--- src/rtl/norm_pipe_pkg.sv ---
// Shared parameters and types for the normalization pipeline.
// Default widths live here so every block built on them agrees on format.
package norm_pipe_pkg;

    localparam int SIG_WIDTH_DEF = 23;
    localparam int EXP_WIDTH_DEF = 8;

    typedef enum logic [2:0] {
        KIND_NORM,
        KIND_UNDER,
        KIND_RSHIFT,
        KIND_OVF,
        KIND_ZERO
    } norm_kind_e;

endpackage

--- src/rtl/norm_pipe_lzc.sv ---
// Parametrised leading-zero counter: count of zeros above the most significant set bit.
// count is meaningless when all_zero is set; it is then driven to 0.
module lzc #(
    parameter int WIDTH = 48,
    parameter int CNT_W = $clog2(WIDTH)
) (
    input  logic [WIDTH-1:0] vec,
    output logic [CNT_W-1:0] count,
    output logic             all_zero
);

    // Scanning upward lets the highest set bit overwrite any lower one.
    always_comb begin
        count    = '0;
        all_zero = (vec == '0);
        for (int i = 0; i < WIDTH; i++) begin
            if (vec[i]) begin
                count = CNT_W'(WIDTH - 1 - i);
            end
        end
    end

endmodule

--- src/rtl/norm_pipe.sv ---
// Two-stage floating-point sum normalizer with valid/ready flow control.
// S1 captures the sum and its leading-zero count; S2 shifts and adjusts the exponent.
module norm_pipe
    import norm_pipe_pkg::*;
#(
    parameter int SIG_WIDTH = SIG_WIDTH_DEF,
    parameter int EXP_WIDTH = EXP_WIDTH_DEF,
    localparam int W  = 2 * SIG_WIDTH + 3,
    localparam int CW = $clog2(W)
) (
    input  logic                 clk,
    input  logic                 rst,
    input  logic                 in_valid,
    output logic                 in_ready,
    input  logic [W-1:0]         sum_i,
    input  logic [EXP_WIDTH-1:0] exp_i,
    output logic                 out_valid,
    input  logic                 out_ready,
    output logic [W-1:0]         mant_o,
    output logic [EXP_WIDTH-1:0] exp_o,
    output logic [CW-1:0]        amt_o,
    output logic                 rshift_o,
    output logic                 zero_o,
    output logic                 uf_o,
    output logic                 of_o
);

    localparam int XW = EXP_WIDTH + 1;
    localparam logic [XW-1:0] EXP_MAX = {1'b0, {EXP_WIDTH{1'b1}}};

    logic                 s1_valid;
    logic [W-1:0]         s1_sum;
    logic [EXP_WIDTH-1:0] s1_exp;
    logic [CW-1:0]        s1_lz;
    logic                 s1_low_zero;

    logic [CW-1:0]        lz_in;
    logic                 low_zero_in;
    logic                 s2_ready;

    norm_kind_e           kind;
    logic [W-1:0]         n_mant;
    logic [EXP_WIDTH-1:0] n_exp;
    logic [CW-1:0]        n_amt;
    logic [XW-1:0]        exp_x;
    logic [XW-1:0]        exp_inc;
    logic [XW-1:0]        lz_x;

    lzc #(
        .WIDTH (W - 1),
        .CNT_W (CW)
    ) u_lzc (
        .vec      (sum_i[W-2:0]),
        .count    (lz_in),
        .all_zero (low_zero_in)
    );

    assign s2_ready = !out_valid || out_ready;
    assign in_ready = !s1_valid || s2_ready;

    always_ff @(posedge clk) begin
        if (rst) begin
            s1_valid    <= 1'b0;
            s1_sum      <= '0;
            s1_exp      <= '0;
            s1_lz       <= '0;
            s1_low_zero <= 1'b0;
        end else if (in_ready) begin
            s1_valid <= in_valid;
            if (in_valid) begin
                s1_sum      <= sum_i;
                s1_exp      <= exp_i;
                s1_lz       <= lz_in;
                s1_low_zero <= low_zero_in;
            end
        end
    end

    // Classify first, then build the result; exponent math is one bit wider so overflow is visible.
    always_comb begin
        kind    = KIND_NORM;
        n_mant  = '0;
        n_exp   = '0;
        n_amt   = '0;
        exp_x   = {1'b0, s1_exp};
        exp_inc = exp_x + XW'(1);
        lz_x    = XW'(s1_lz);

        if (s1_sum[W-1]) begin
            kind = (exp_inc >= EXP_MAX) ? KIND_OVF : KIND_RSHIFT;
        end else if (s1_low_zero) begin
            kind = KIND_ZERO;
        end else if (lz_x < exp_x) begin
            kind = KIND_NORM;
        end else begin
            kind = KIND_UNDER;
        end

        case (kind)
            KIND_RSHIFT: begin
                n_amt  = CW'(1);
                n_mant = {1'b0, s1_sum[W-1:2], s1_sum[1] | s1_sum[0]};
                n_exp  = exp_inc[EXP_WIDTH-1:0];
            end
            KIND_OVF: begin
                n_amt = CW'(1);
                n_exp = '1;
            end
            KIND_NORM: begin
                n_amt  = s1_lz;
                n_mant = s1_sum << s1_lz;
                n_exp  = EXP_WIDTH'(exp_x - lz_x);
            end
            KIND_UNDER: begin
                n_amt  = (s1_exp == '0) ? '0 : CW'(exp_x - XW'(1));
                n_mant = s1_sum << n_amt;
            end
            default: begin
            end
        endcase
    end

    always_ff @(posedge clk) begin
        if (rst) begin
            out_valid <= 1'b0;
            mant_o    <= '0;
            exp_o     <= '0;
            amt_o     <= '0;
            rshift_o  <= 1'b0;
            zero_o    <= 1'b0;
            uf_o      <= 1'b0;
            of_o      <= 1'b0;
        end else if (s2_ready) begin
            out_valid <= s1_valid;
            if (s1_valid) begin
                mant_o   <= n_mant;
                exp_o    <= n_exp;
                amt_o    <= n_amt;
                rshift_o <= (kind == KIND_RSHIFT) || (kind == KIND_OVF);
                zero_o   <= (kind == KIND_ZERO);
                uf_o     <= (kind == KIND_UNDER);
                of_o     <= (kind == KIND_OVF);
            end
        end
    end

endmodule

--- config.mk ---
export PLATFORM = sky130hd
export DESIGN_NAME = norm_pipe
export DESIGN_NICKNAME = d
export VERILOG_FILES = /design/src/rtl/norm_pipe_pkg.sv /design/src/rtl/norm_pipe_lzc.sv /design/src/rtl/norm_pipe.sv
export SDC_FILE = /design/constraint.sdc
export NUM_CORES = 1
export LEC_CHECK = 0
export ABC_AREA = 0
export BUFFER_PORTS_ARGS = -buffer_cell sky130_fd_sc_hd__buf_4
export CAP_MARGIN = 10
export CELL_PAD_IN_SITES_DETAIL_PLACEMENT = 0
export CELL_PAD_IN_SITES_GLOBAL_PLACEMENT = 2
export CORE_ASPECT_RATIO = 1.2
export CORE_UTILIZATION = 34
export DETAILED_ROUTE_END_ITERATION = 10
export PLACE_DENSITY = 0.89
export REMOVE_ABC_BUFFERS = 1
export SLEW_MARGIN = 20
export SYNTH_ARGS = -nofsm -noshare
export SYNTH_HDL_FRONTEND = slang
export SYNTH_SLANG_ARGS = --single-unit
--- constraint.sdc ---
create_clock -name clk -period 5 [get_ports clk]
set_clock_uncertainty 0.1 [all_clocks]
set_input_delay 0.75 -clock clk [delete_from_list [all_inputs] [get_ports clk]]
set_output_delay 0.75 -clock clk [all_outputs]
set_load 0.1 [all_outputs]
Word level (Yosys, flattened, before mapping)
Index checks and enable logic that the tools add are counted.
W data, S select, Z words.
{"block": "word_totals", "reg_bits": 133, "in_bits": 61, "out_inout_bits": 69, "elab_cells": 92}
{"block": "op_classes", "bitwise_logic": 1, "n_reduce_logical": 11, "magnitude_cmp": 2, "eq_ne": 4, "shift": 2, "n_mux": 56, "add_sub_neg": 3}
{"operator": "$mux W6", "n": 49}
{"operator": "$pmux W49 S3", "n": 1}
{"operator": "$shl A49 B6 Y49", "n": 2}
{"operator": "$logic_not A48 Y1", "n": 1}
{"operator": "$pmux W8 S3", "n": 1}
{"operator": "$pmux W6 S3", "n": 1}
{"operator": "$add A8 B1 Y9 const B", "n": 1}
{"operator": "$ge A9 B8 Y1 const B", "n": 1}
{"operator": "$logic_not A8 Y1", "n": 1}
{"operator": "$lt A6 B8 Y1", "n": 1}
{"operator": "$sub A8 B6 Y8", "n": 1}
{"operator": "$eq A3 B2 Y1 const B", "n": 2}
{"operator": "$mux W3", "n": 2}
{"operator": "$sub A6 B1 Y6 const B", "n": 1}
{"operator": "$reduce_and A2 Y1", "n": 2}
{"operator": "$eq A3 B1 Y1 const B", "n": 1}
{"operator": "$eq A3 B3 Y1 const B", "n": 1}
{"operator": "$logic_not A3 Y1", "n": 1}
{"operator": "$logic_or A1 B1 Y1", "n": 3}
{"operator": "$logic_not A1 Y1", "n": 2}
{"operator": "$mux W1", "n": 2}
{"operator": "$reduce_or A2 Y1", "n": 1}
{"operator": "$or A1 B1 Y1", "n": 1}

Logic depth before layout (Yosys ltp)
Gate-level depths: netlist of the first run.
{"block": "depth", "depth_word": 48, "mapped_depth": 18, "depth_no_buf": 14}

Cells and area by module
From an unflattened synthesis of the first run, not the netlist that was laid out.
{"block": "hier_totals", "hier_cells": 1543, "hier_area_um2": 11172.0}
{"module": "norm_pipe", "cells_each": 1434, "seq_area_each_um2": 2662.6, "instances": 1, "area_per_inst_um2": 10557.6}
{"module": "lzc", "cells_each": 109, "seq_area_each_um2": 0.0, "instances": 1, "area_per_inst_um2": 614.3}

Least setup slack after synthesis of the first run
Ideal clock, no wire load.
{"block": "synth_timing", "path_kind": "register to register", "from": "reg s1_exp[0]", "to": "reg mant_o[34]", "t_required_ns": 4.763, "path_slack_ns": 0.953, "setup_ns": 0.137, "arrival_ns": 3.810, "stages_incl_launch_ff": 17, "path_buffers": 2, "synth_period_minus_slack_ns": 4.047, "cell_sequence": "dfxtp_1 -> clkbuf_1 -> inv_1 -> ha_1 -> inv_1 -> fa_1 -> a211oi_1 -> o21ai_1 -> a21oi_4 -> mux2i_2 -> buf_2 -> mux2i_1 -> mux2i_1 -> a21oi_1 -> o22ai_1 -> a2111oi_0 -> a311oi_1"}
{"block": "synth_between", "elab_chain_len": 6, "word_cells_on_any_way": 15, "classes_between": "add/sub: 2; order compare: 2; eq/ne: 2; shift: 1; mux: 6; reduce/logical: 2"}
{"item": "from (decl)", "line_no": "norm_pipe.sv:33", "source": "logic [EXP_WIDTH-1:0] s1_exp;"}
{"item": "from (signal assigned)", "line_no": "norm_pipe.sv:72", "source": "s1_exp <= exp_i;"}
{"item": "$add A8 B1 Y9 / $lt A6 B8 Y1 (equally long branches)", "line_no": "norm_pipe.sv:86, norm_pipe.sv:93"}
{"item": "$ge A9 B8 Y1 / $mux W1 (equally long branches)", "line_no": "norm_pipe.sv:90, norm_pipe.sv:93"}
{"item": "$mux W1 / $mux W3 (equally long branches)", "line_no": "norm_pipe.sv:90, norm_pipe.sv:91"}
{"item": "$mux W3", "line_no": "norm_pipe.sv:89", "source": "if (s1_sum[W-1]) begin"}
{"item": "$eq A3 B1 Y1 (tied with other cells)", "line_no": "norm_pipe.sv:99", "source": "case (kind)"}
{"item": "$pmux W49 S3 (*)", "line_no": "norm_pipe.sv:99"}
{"item": "to (signal assigned)", "line_no": "norm_pipe.sv:136", "source": "mant_o <= n_mant;"}
{"item": "to (decl)", "line_no": "norm_pipe.sv:19", "source": "output logic [W-1:0] mant_o,"}
Mark *: on every way between the ends. The rest lies on a longest branch, timed or not.
A chain may end at the register's enable or synchronous reset.

Final worst setup path of the first run
{"block": "layout_timing", "from": "reg s1_exp[0]", "to": "reg mant_o[38]"}
Same word-level chain as after synthesis.

==> flow_summary.yaml, run 1 <==
global_routing:
  grt_pass1_wl_um: 68760
  track_usage: 0.3187
  grt_pass1_vias: 10796
  grt_start_max_net_pins: 59
  antenna_found_initial: 0
  overflow: 0
synthesis:
  synth_top_family_by_area: "compound AO/OA/AOI/OAI gates"
  synthCells: 1306
  ys_warn_count: 0
  ys.flop_type: "dfxtp_1"
  yosysUniqueCellTypes: 82
  avgSynthCellArea_sq_um: 7.382
  synth_area_sq_mm: 0.009640
  yosys.area_share.xor_xnor: 0.007268
  synth-seq-cells: 133
  synth_fa_ha_area_frac: 0.01506
  async_flop_share: 0
  synth.yosys.seq_area_share: 0.2762
  synth_simple_gate_area_frac: 0.2318
  synth-edff-count: 0
  synthMuxAreaShare: 0.1154
  synth-compound-area-share: 0.3015
die:
  die_h_um: 186.5
  num_rows: 67
  chipWidth_um: 155.7
  core_sq_mm: 0.02792
  start_util: 0.3453
  dieArea_sq_mm: 0.02903
  io_pins: 130
worst_hold_path:
  hp-class: "flip-flop to flip-flop"
  hold-path-endpoint: "rshift_o"
  worstHoldStart: "rshift_o"
  whs_path_depth: 2
sta:
  rsz0062_at_grt: "no"
  finalSetupViolCount: 0
  max_clock_freq_mhz: 214.5
  period_share: 0.9324
  min_period_ns: 4.662
  worstMarginPinSlew_ns: 0.9400
  final_max_slew_viol_count: 0
  hold_viol: 0
  layout_setup_ws_ns: 0.3382
  relSlewSlack: 0.3733
cts:
  clock_path_buffers: 2
  cts_tree: "done"
  cts_made_buffers: 17
  clk_root_buffer_cell: "clkbuf_16"
  cts.sinks: 133
  htreeDepth: 4
  clk_pin_slew_ns: 0.07
  insertion_delay_ns: 0.45
  cts_resized: 0
  postCtsSetupBuffers: 0
  cts_hold_buf: 0
layout:
  diodes: 0
  fin_area_sq_mm: 0.01185
  layout_common_cells: "nand2_1, buf_4, a21oi_1"
  layout_commonest_cell: "nand2_1"
  nets: 1497
  multi_input_area_sq_mm: 0.006505
  nFillCells: 2937
  seqCellArea_sq_mm: 0.002663
  syn2layout_area_growth_pct: 22.92
  instances_no_fill: 1817
  drive_above_1_share: 0.1905
routing:
  drt-vias-per-instance: 6.091
  dr.first_iter.drc_count: 1065
  drt-total-wl_um: 46370
  wire_per_inst_um: 25.52
  vias: 11068
  firstDrtPassIters: 6
  drc: 0
  antenna_left: 0
flow_run:
  maxCapViolations: 0
place:
  port_buffers: 129
  dp.cells: 1785
  postPlaceCellArea_sq_mm: 0.01123
  place_ws_ns: 0.5064
  dp_hpwl_um: 35200
  gp_congestion: 1.032
setup_path:
  cp_data_required_time_ns: 5.19
  rr_startpoint: "s1_exp[0]"
  reg2regPathDepth: 14
  reg2reg_setup_slack_ns: 0.34
  cp_data_arrival_time_ns: 4.85
  crit_type: "flip-flop to flip-flop"
  end_kind: "flip-flop"
  cp_max_fo: 23
  r2r_end: "mant_o[38]"
  worstSetupStartpointType: "flip-flop"
status:
  outcome: "finished, final reports clean"
power_and_ir_drop:
  p_leak_uw: 0.004947
  power.ir.vdd_worst_mv: 0.2029
  powerDensity_mw_per_mm2: 395.2
==> report_power, final <==
part / switching [uW] / total [uW] / leakage (uW) / internal, uW
clock: 573 / 1370 / 0.000293 / 797
combinational: 1420 / 2090 / 0.00356 / 671
sequential: 88.5 / 1220 / 0.00109 / 1130
total: 2080 / 4680 / 0.00495 / 2600
==> worst max path at each step <==
| stage | from | endpoint | slack, ns |
|---|---|---|---|
| after floorplan | s1_exp[0] | mant_o[43] | -0.23 |
| after detailed placement | s1_exp[0] | mant_o[33] | 0.51 |
| after CTS | s1_exp[0] | mant_o[33] | 0.47 |
| final | s1_exp[0] | mant_o[38] | 0.34 |
| after global routing | s1_exp[0] | mant_o[33] | 0.14 |
| after global placement | s1_exp[0] | mant_o[20] | 0.53 |
==> cell usage after synthesis, drive strengths merged, types with 4 or more instances <==
cell / number / share of area
a2111oi: 6 / 0.0061
a211o: 6 / 0.0055
a211oi: 29 / 0.024
a21boi: 5 / 0.0058
a21o: 7 / 0.0055
a21oi: 153 / 0.081
a221o: 7 / 0.0073
a221oi: 29 / 0.030
a22o: 10 / 0.0091
a22oi: 16 / 0.012
a311oi: 8 / 0.0073
a31oi: 9 / 0.0058
a32oi: 4 / 0.0036
and2: 9 / 0.0058
and3: 8 / 0.0052
buf: 31 / 0.020
clkbuf: 63 / 0.025
dfxtp: 133 / 0.28
ha: 10 / 0.013
inv: 22 / 0.0086
mux2: 17 / 0.020
mux2i: 89 / 0.093
nand2: 212 / 0.083
nand2b: 4 / 0.0026
nand3: 38 / 0.020
nor2: 153 / 0.064
nor2b: 5 / 0.0032
nor3: 39 / 0.021
nor4: 16 / 0.010
o211ai: 17 / 0.013
o21ai: 39 / 0.020
o21bai: 7 / 0.0055
o221ai: 4 / 0.0036
o22a: 4 / 0.0036
o22ai: 29 / 0.019
o2bb2ai: 5 / 0.0045
o31ai: 4 / 0.0031
or2: 5 / 0.0032
or3: 5 / 0.0032
or4: 5 / 0.0039
xor2: 5 / 0.0045
==> state kept, by name (all words and copies together), names as in the netlist <==
register / flops
s1_low_zero: 1
amt_o: 6
of_o: 1
s1_sum: 49
exp_o: 8
out_valid: 1
mant_o: 49
uf_o: 1
s1_valid: 1
s1_exp: 8
zero_o: 1
rshift_o: 1
s1_lz: 6
==> worst max-delay path, stage by stage, from the launching register on <==
cell,delay (ns)
dfxtp_1,0.31
inv_1,0.17
ha_1,0.20
inv_1,0.06
fa_1,0.41
a211oi_1,0.38
o21ai_1,0.27
a21boi_2,0.41
nor2_8,0.14
buf_12,0.21
mux2i_1,0.69
a221oi_1,0.30
o21bai_1,0.52
a22o_1,0.22
a31oi_1,0.08
==> routing by layer <==
metal / wire length (um) / track usage
met5: 0 / 0
met4: 3083 / 0.2029
met2: 22060 / 0.5262
met3: 2971 / 0.04993
met1: 18260 / 0.3834
==> kinds of logic after synthesis <==
kind of cell,count (synthesis)
and+or+nand+nor,507
AOI/OAI and AO/OA,424
DFF,133
buffers and inverters,116
muxes,107
adders and majority gates,11
xor gates and xnor gates,8
==> per-stage QoR <==
step	hold slack [ns]	setup TNS (ns)	utilization	total power (uW)
after floorplan	0.3523	-0.6716	-	2500
after global placement	0.3472	0	0.4023	3291
after detailed placement	0.3512	0	0.4023	3275
after CTS	0.3594	0	0.4245	4645
after global routing	0.3772	0	0.4245	4836
final	0.3548	0	0.4245	4683
==> layout make-up <==
cell class / count / share of cell area
clock buffer: 17 / 0.03590
clock inverter: 15 / 0.01637
inverter: 22 / 0.006969
multi-input combinational: 1057 / 0.5489
sequential: 133 / 0.2247
tap: 379 / 0.04002
timing repair buffer: 194 / 0.1271
Note: power is estimated with default switching activity, not from simulation.
==> run 2: changes to the inputs <==
==> constraint.sdc (replaced) <==
create_clock -name clk -period 4.64 [get_ports clk]
set_clock_uncertainty 0.1 [all_clocks]
set_input_delay 0.696 -clock clk [delete_from_list [all_inputs] [get_ports clk]]
set_output_delay 0.696 -clock clk [all_outputs]
set_load 0.1 [all_outputs]
==> run 2 against run 1 <==
Net effect: combinational power rose by 13%; final cell count up 1.4%; die area stayed put; first-iteration DRC count decreased by 6.5%; highest routed layer unchanged; worst setup slack worse by 0.16 ns; non-clock buffer count increased by 25; clock-buffer cell count unchanged; final area up 1.2%; total power increased by 5.9%; critical path depth did not move; largest power group unchanged; via count decreased by 0.16%; sequential power grew 7%.
==> flow_summary.yaml, run 2 (same netlist as run 1, synthesis figures left out) <==
status:
  outcome: "finished, final reports clean"
setup_path:
  cp_data_required_time_ns: 4.86
  crit_family: "compound AO/OA/AOI/OAI gates"
  worstSetupStartpointType: "flip-flop"
  cp.buffers_inverters: 3
  crit_start: "s1_exp[0]"
  cp_cell_sequence: "inv_1 > ha_1 > inv_1 > fa_1 > a21oi_1 > o22a_1 > a21boi_4 > nor2_8 > buf_4 > mux2i_1 > mux2i_1 > a21o_1 > o22ai_1 > o22ai_1"
  reg2reg_setup_slack_ns: 0.18
  rr_startpoint: "s1_exp[0]"
  crit_type: "flip-flop to flip-flop"
  critPathSlowestCell: "mux2i_1"
  cp_data_arrival_time_ns: 4.69
  cp_max_fo: 13
  end_kind: "flip-flop"
  max_stage_delay_ns: 0.51
place:
  port_buffers: 129
  dp_hpwl_um: 37490
  gp_congestion: 1.043
  place_ws_ns: 0.2106
  postPlaceCellArea_sq_mm: 0.01143
sta:
  layout_setup_ws_ns: 0.1773
  finalSetupViolCount: 0
  period_share: 0.9618
  hold_viol: 0
  final_max_slew_viol_count: 0
  max_clock_freq_mhz: 224.1
  min_period_ns: 4.463
  relSlewSlack: 0.4272
  worstMarginPinSlew_ns: 0.8561
cts:
  clock_path_buffers: 2
  cts.sinks: 133
  insertion_delay_ns: 0.45
  cts_made_buffers: 17
  cts_tree: "done"
  htreeDepth: 4
  clk_pin_slew_ns: 0.06
  clk_root_buffer_cell: "clkbuf_16"
global_routing:
  track_usage: 0.3355
  antenna_found_initial: 0
  grt_pass1_wl_um: 71260
  grt_start_max_net_pins: 78
  grt_pass1_vias: 10709
  overflow: 0
routing:
  vias: 11050
  wire_per_inst_um: 26.42
  drc: 0
  firstDrtPassIters: 5
  drt-total-wl_um: 48690
  drt-vias-per-instance: 5.996
  antenna_left: 0
  dr.first_iter.drc_count: 996
die:
  chipWidth_um: 155.7
  die_h_um: 186.5
  num_rows: 67
  io_pins: 130
  dieArea_sq_mm: 0.02903
  start_util: 0.3453
  core_sq_mm: 0.02792
power_and_ir_drop:
  clkPwrFrac: 0.259
  p_leak_uw: 0.005052
  pwr-share-comb: 0.478
  seq_power_share: 0.263
  powerDensity_mw_per_mm2: 413.3
  p_sw_frac: 0.4635
  internal_power_uw: 2660
  p_total_uw: 4958
  power.ir.vdd_worst_mv: 0.2393
  p_sw_uw: 2298
layout:
  utilization: 0.4297
  layout_commonest_cell: "buf_4"
  fin_area_sq_mm: 0.01200
  nets: 1523
  layout_common_cells: "buf_4, nand2_1, a21oi_1"
  seqCellArea_sq_mm: 0.002663
  nFillCells: 2997
  drive_above_1_share: 0.2063
  multi_input_area_sq_mm: 0.006536
  diodes: 0
  reg_top3: "mant_o (49), s1_sum (49)"
  syn2layout_area_growth_pct: 24.43
flow_run:
  maxCapViolations: 0
worst_hold_path:
  worstHoldStart: "uf_o"
  hp-class: "flip-flop to flip-flop"
## run 2: cell type report
class,instances,share of cell area
well taps,379,0.03953
repair buffers,219,0.1423
clock inverters,15,0.008970
clock buffers,17,0.03546
flip-flops and latches,133,0.2220
inverters,22,0.006884
multi-input cells,1058,0.5449
## run 2: through the flow
| stage | std cells | TNS (ns) | hold slack [ns] |
|---|---|---|---|
| after floorplan | 1212 | -4.362 | 0.3523 |
| after detailed placement | 1810 | 0 | 0.3483 |
| after global routing | 1843 | -0.01146 | 0.3882 |
| after global placement | 1810 | 0 | 0.3470 |
| after CTS | 1842 | 0 | 0.3564 |
| final | 1843 | 0 | 0.3562 |
## run 2: final timing paths
path         cells past startpoint         end
max                             14  mant_o[44]
min                              2        uf_o
max reg2reg                     14  mant_o[44]
min reg2reg                      2        uf_o
## run 2: power groups by stage
| stage | Combinational (uW) | Clock (uW) | Sequential [uW] |
|---|---|---|---|
| after floorplan | 1070 | 0 | 1630 |
| after global placement | 2330 | 0 | 1330 |
| after detailed placement | 2300 | 0 | 1330 |
| after CTS | 2310 | 1300 | 1300 |
| after global routing | 2460 | 1350 | 1310 |
| final | 2370 | 1280 | 1310 |
## run 2: repair_timing
item | 4_1_cts | 5_1_grt
setup endpoints to repair | 0 | 8
hold buffers | 0 | 0
resized for setup | 0 | 4
setup buffers | 0 | 0
hold endpoints to repair | 0 | 0
## run 2: worst min-delay path, delay by kind of cell, from the launching register on
family / cells / cell delay (ns)
AO/OA/AOI/OAI: 1 / 0.05
AND/OR/NAND/NOR: 1 / 0.05
flip-flops: 1 / 0.31
## run 2: layer usage
layer,part of all wire,up-vias,track usage
met5,0,-,0
met4,0.059,0,0.1938
met3,0.058,139,0.05063
met2,0.47,518,0.5485
met1,0.41,5269,0.4170
li1,-,5124,-
==> run 3: changes to the inputs <==
--- a/config.mk
+++ b/config.mk
@@ -11,9 +11,9 @@
 export CELL_PAD_IN_SITES_DETAIL_PLACEMENT = 0
 export CELL_PAD_IN_SITES_GLOBAL_PLACEMENT = 2
 export CORE_ASPECT_RATIO = 1.2
-export CORE_UTILIZATION = 34
+export CORE_UTILIZATION = 36
 export DETAILED_ROUTE_END_ITERATION = 10
-export PLACE_DENSITY = 0.89
+export PLACE_DENSITY = 0.93
 export REMOVE_ABC_BUFFERS = 1
 export SLEW_MARGIN = 20
 export SYNTH_ARGS = -nofsm -noshare
==> constraint.sdc (replaced) <==
create_clock -name clk -period 5.8 [get_ports clk]
set_clock_uncertainty 0.1 [all_clocks]
set_input_delay 0.87 -clock clk [delete_from_list [all_inputs] [get_ports clk]]
set_output_delay 0.87 -clock clk [all_outputs]
set_load 0.1 [all_outputs]
==> run 3 against run 2 <==
Net effect: worst setup slack gained 0.41 ns; combinational power shrank 26%; sequential cell count unchanged; via count rose by 0.60%; critical path depth grew 1; wire length down 5.3%; clock power shrank 13%; global-route usage grew 0.079 points; non-clock buffer count is 58 lower; hold slack worse by 0.0012 ns; critical endpoint is now mant_o[30]; largest cell class unchanged.
==> flow_summary.yaml, run 3 (same netlist as run 1, synthesis figures left out) <==
setup_path:
  cp_data_arrival_time_ns: 5.42
  worstSetupStartpointType: "flip-flop"
  cp_max_fo: 13
  crit_top_cell: "a21oi_1"
  cp_cell_sequence: "inv_1 > ha_1 > inv_1 > fa_1 > a21oi_1 > o22ai_1 > o21ai_1 > nand2_1 > buf_4 > nand2_1 > o22ai_1 > a21oi_1 > a21oi_1 > a221oi_1 > a211oi_1"
  crit_type: "flip-flop to flip-flop"
  reg2reg_setup_slack_ns: 0.58
  max_stage_delay_ns: 0.65
  end_kind: "flip-flop"
  cp_data_required_time_ns: 6.01
  critPathSlowestCell: "a21oi_1"
power_and_ir_drop:
  power.ir.vdd_worst_mv: 0.1682
  powerDensity_mw_per_mm2: 342.1
  p_leak_uw: 0.004753
sta:
  final_max_slew_viol_count: 0
  finalSetupViolCount: 0
  period_share: 0.8992
  worstMarginPinSlew_ns: 0.9973
  rsz0062_at_grt: "no"
  max_clock_freq_mhz: 191.7
  min_period_ns: 5.216
  final.setup.tns_ns: 0
  hold_viol: 0
  relSlewSlack: 0.3351
layout:
  drive_above_1_share: 0.1708
  layout_common_cells: "nand2_1, buf_4, a21oi_1"
  nets: 1464
  diodes: 0
  reg_top3: "mant_o (49), s1_sum (49)"
  instances_no_fill: 1740
  syn2layout_area_growth_pct: 18.94
  layout_commonest_cell: "nand2_1"
die:
  die_h_um: 181.3
  start_util: 0.3670
  dieArea_sq_mm: 0.02744
  num_rows: 65
  chipWidth_um: 151.4
  core_sq_mm: 0.02627
  io_pins: 130
cts:
  cts_tree: "done"
  htreeDepth: 4
  insertion_delay_ns: 0.44
  clock_path_buffers: 2
  cts_made_buffers: 17
  postCtsSetupBuffers: 0
  clk_pin_slew_ns: 0.07
  cts_resized: 0
  cts_hold_buf: 0
  cts.sinks: 133
  clk_root_buffer_cell: "clkbuf_16"
routing:
  drc: 0
  antenna_left: 0
  wire_per_inst_um: 26.51
  firstDrtPassIters: 6
  drt-total-wl_um: 46120
  dr.first_iter.drc_count: 1196
  drt-vias-per-instance: 6.389
  vias: 11116
place:
  gp_congestion: 1.036
  port_buffers: 129
  dp_hpwl_um: 33520
  dp.cells: 1708
global_routing:
  grt_pass1_wl_um: 68130
  track_usage: 0.3363
  grt_pass1_vias: 10609
  antenna_found_initial: 0
  grt_start_max_net_pins: 81
  overflow: 0
status:
  outcome: "finished, final reports clean"
worst_hold_path:
  hp-class: "flip-flop to flip-flop"
flow_run:
  maxCapViolations: 0
-- run 3: power by group --
part	total (uW)	leakage [uW]	internal, uW	switching (uW)
registers	1050	0.00109	974	80.6
logic	1750	0.00339	519	1230
clock network	1120	0.000274	621	500
total	3920	0.00475	2110	1810
-- run 3: area by class of cell --
cell class	instances	area [sq um]
clock inverters	12	118.9
fillers	2802	14800
multi-input cells	1057	6505
repair buffers	161	1221
well taps	335	419.2
clock buffers	20	456.7
flip-flops and latches	133	2663
inverters	22	82.58
-- run 3: metrics by stage --
| step | util | power, uW | setup WS (ns) | hold slack, ns | area, sq um |
|---|---|---|---|---|---|
| 6_report | 0.4365 | 3923 | 0.5844 | 0.3551 | 11470 |
| 5_1_grt | 0.4365 | 4037 | 0.3225 | 0.3798 | 11470 |
| 4_1_cts | 0.4365 | 3861 | 0.8175 | 0.3577 | 11470 |
| 3_5_place_dp | 0.4146 | 2755 | 0.8288 | 0.3490 | 10890 |
| 3_3_place_gp | 0.4146 | 2774 | 0.7874 | 0.3468 | 10890 |
| 2_1_floorplan | - | 2155 | 0.5737 | 0.3523 | 9214 |
-- run 3: path summary, 6_finish.rpt --
kind / startpoint / endpoint / cells after the start
worst min-delay path: uf_o / uf_o / 2
worst min register to register: uf_o / uf_o / 2
worst max register to register: s1_exp[0] / mant_o[30] / 15
worst max-delay path: s1_exp[0] / mant_o[30] / 15
-- run 3: layer usage --
metal,wire (um),GRT usage,vias to the layer above
met1,18330,0.4243,5336
met5,0,0,-
met2,21790,0.5428,613
met3,3399,0.04823,160
li1,-,-,5007
met4,2600,0.1860,0
-- run 3: worst max-delay path, delay by kind of cell (launching register included) --
| family | cells | cell delay, ns |
|---|---|---|
| AOI/OAI and AO/OA | 8 | 2.48 |
| adders and majority gates | 2 | 0.61 |
| buffers and inverters | 3 | 0.64 |
| DFF | 1 | 0.41 |
| and+or+nand+nor | 2 | 0.81 |
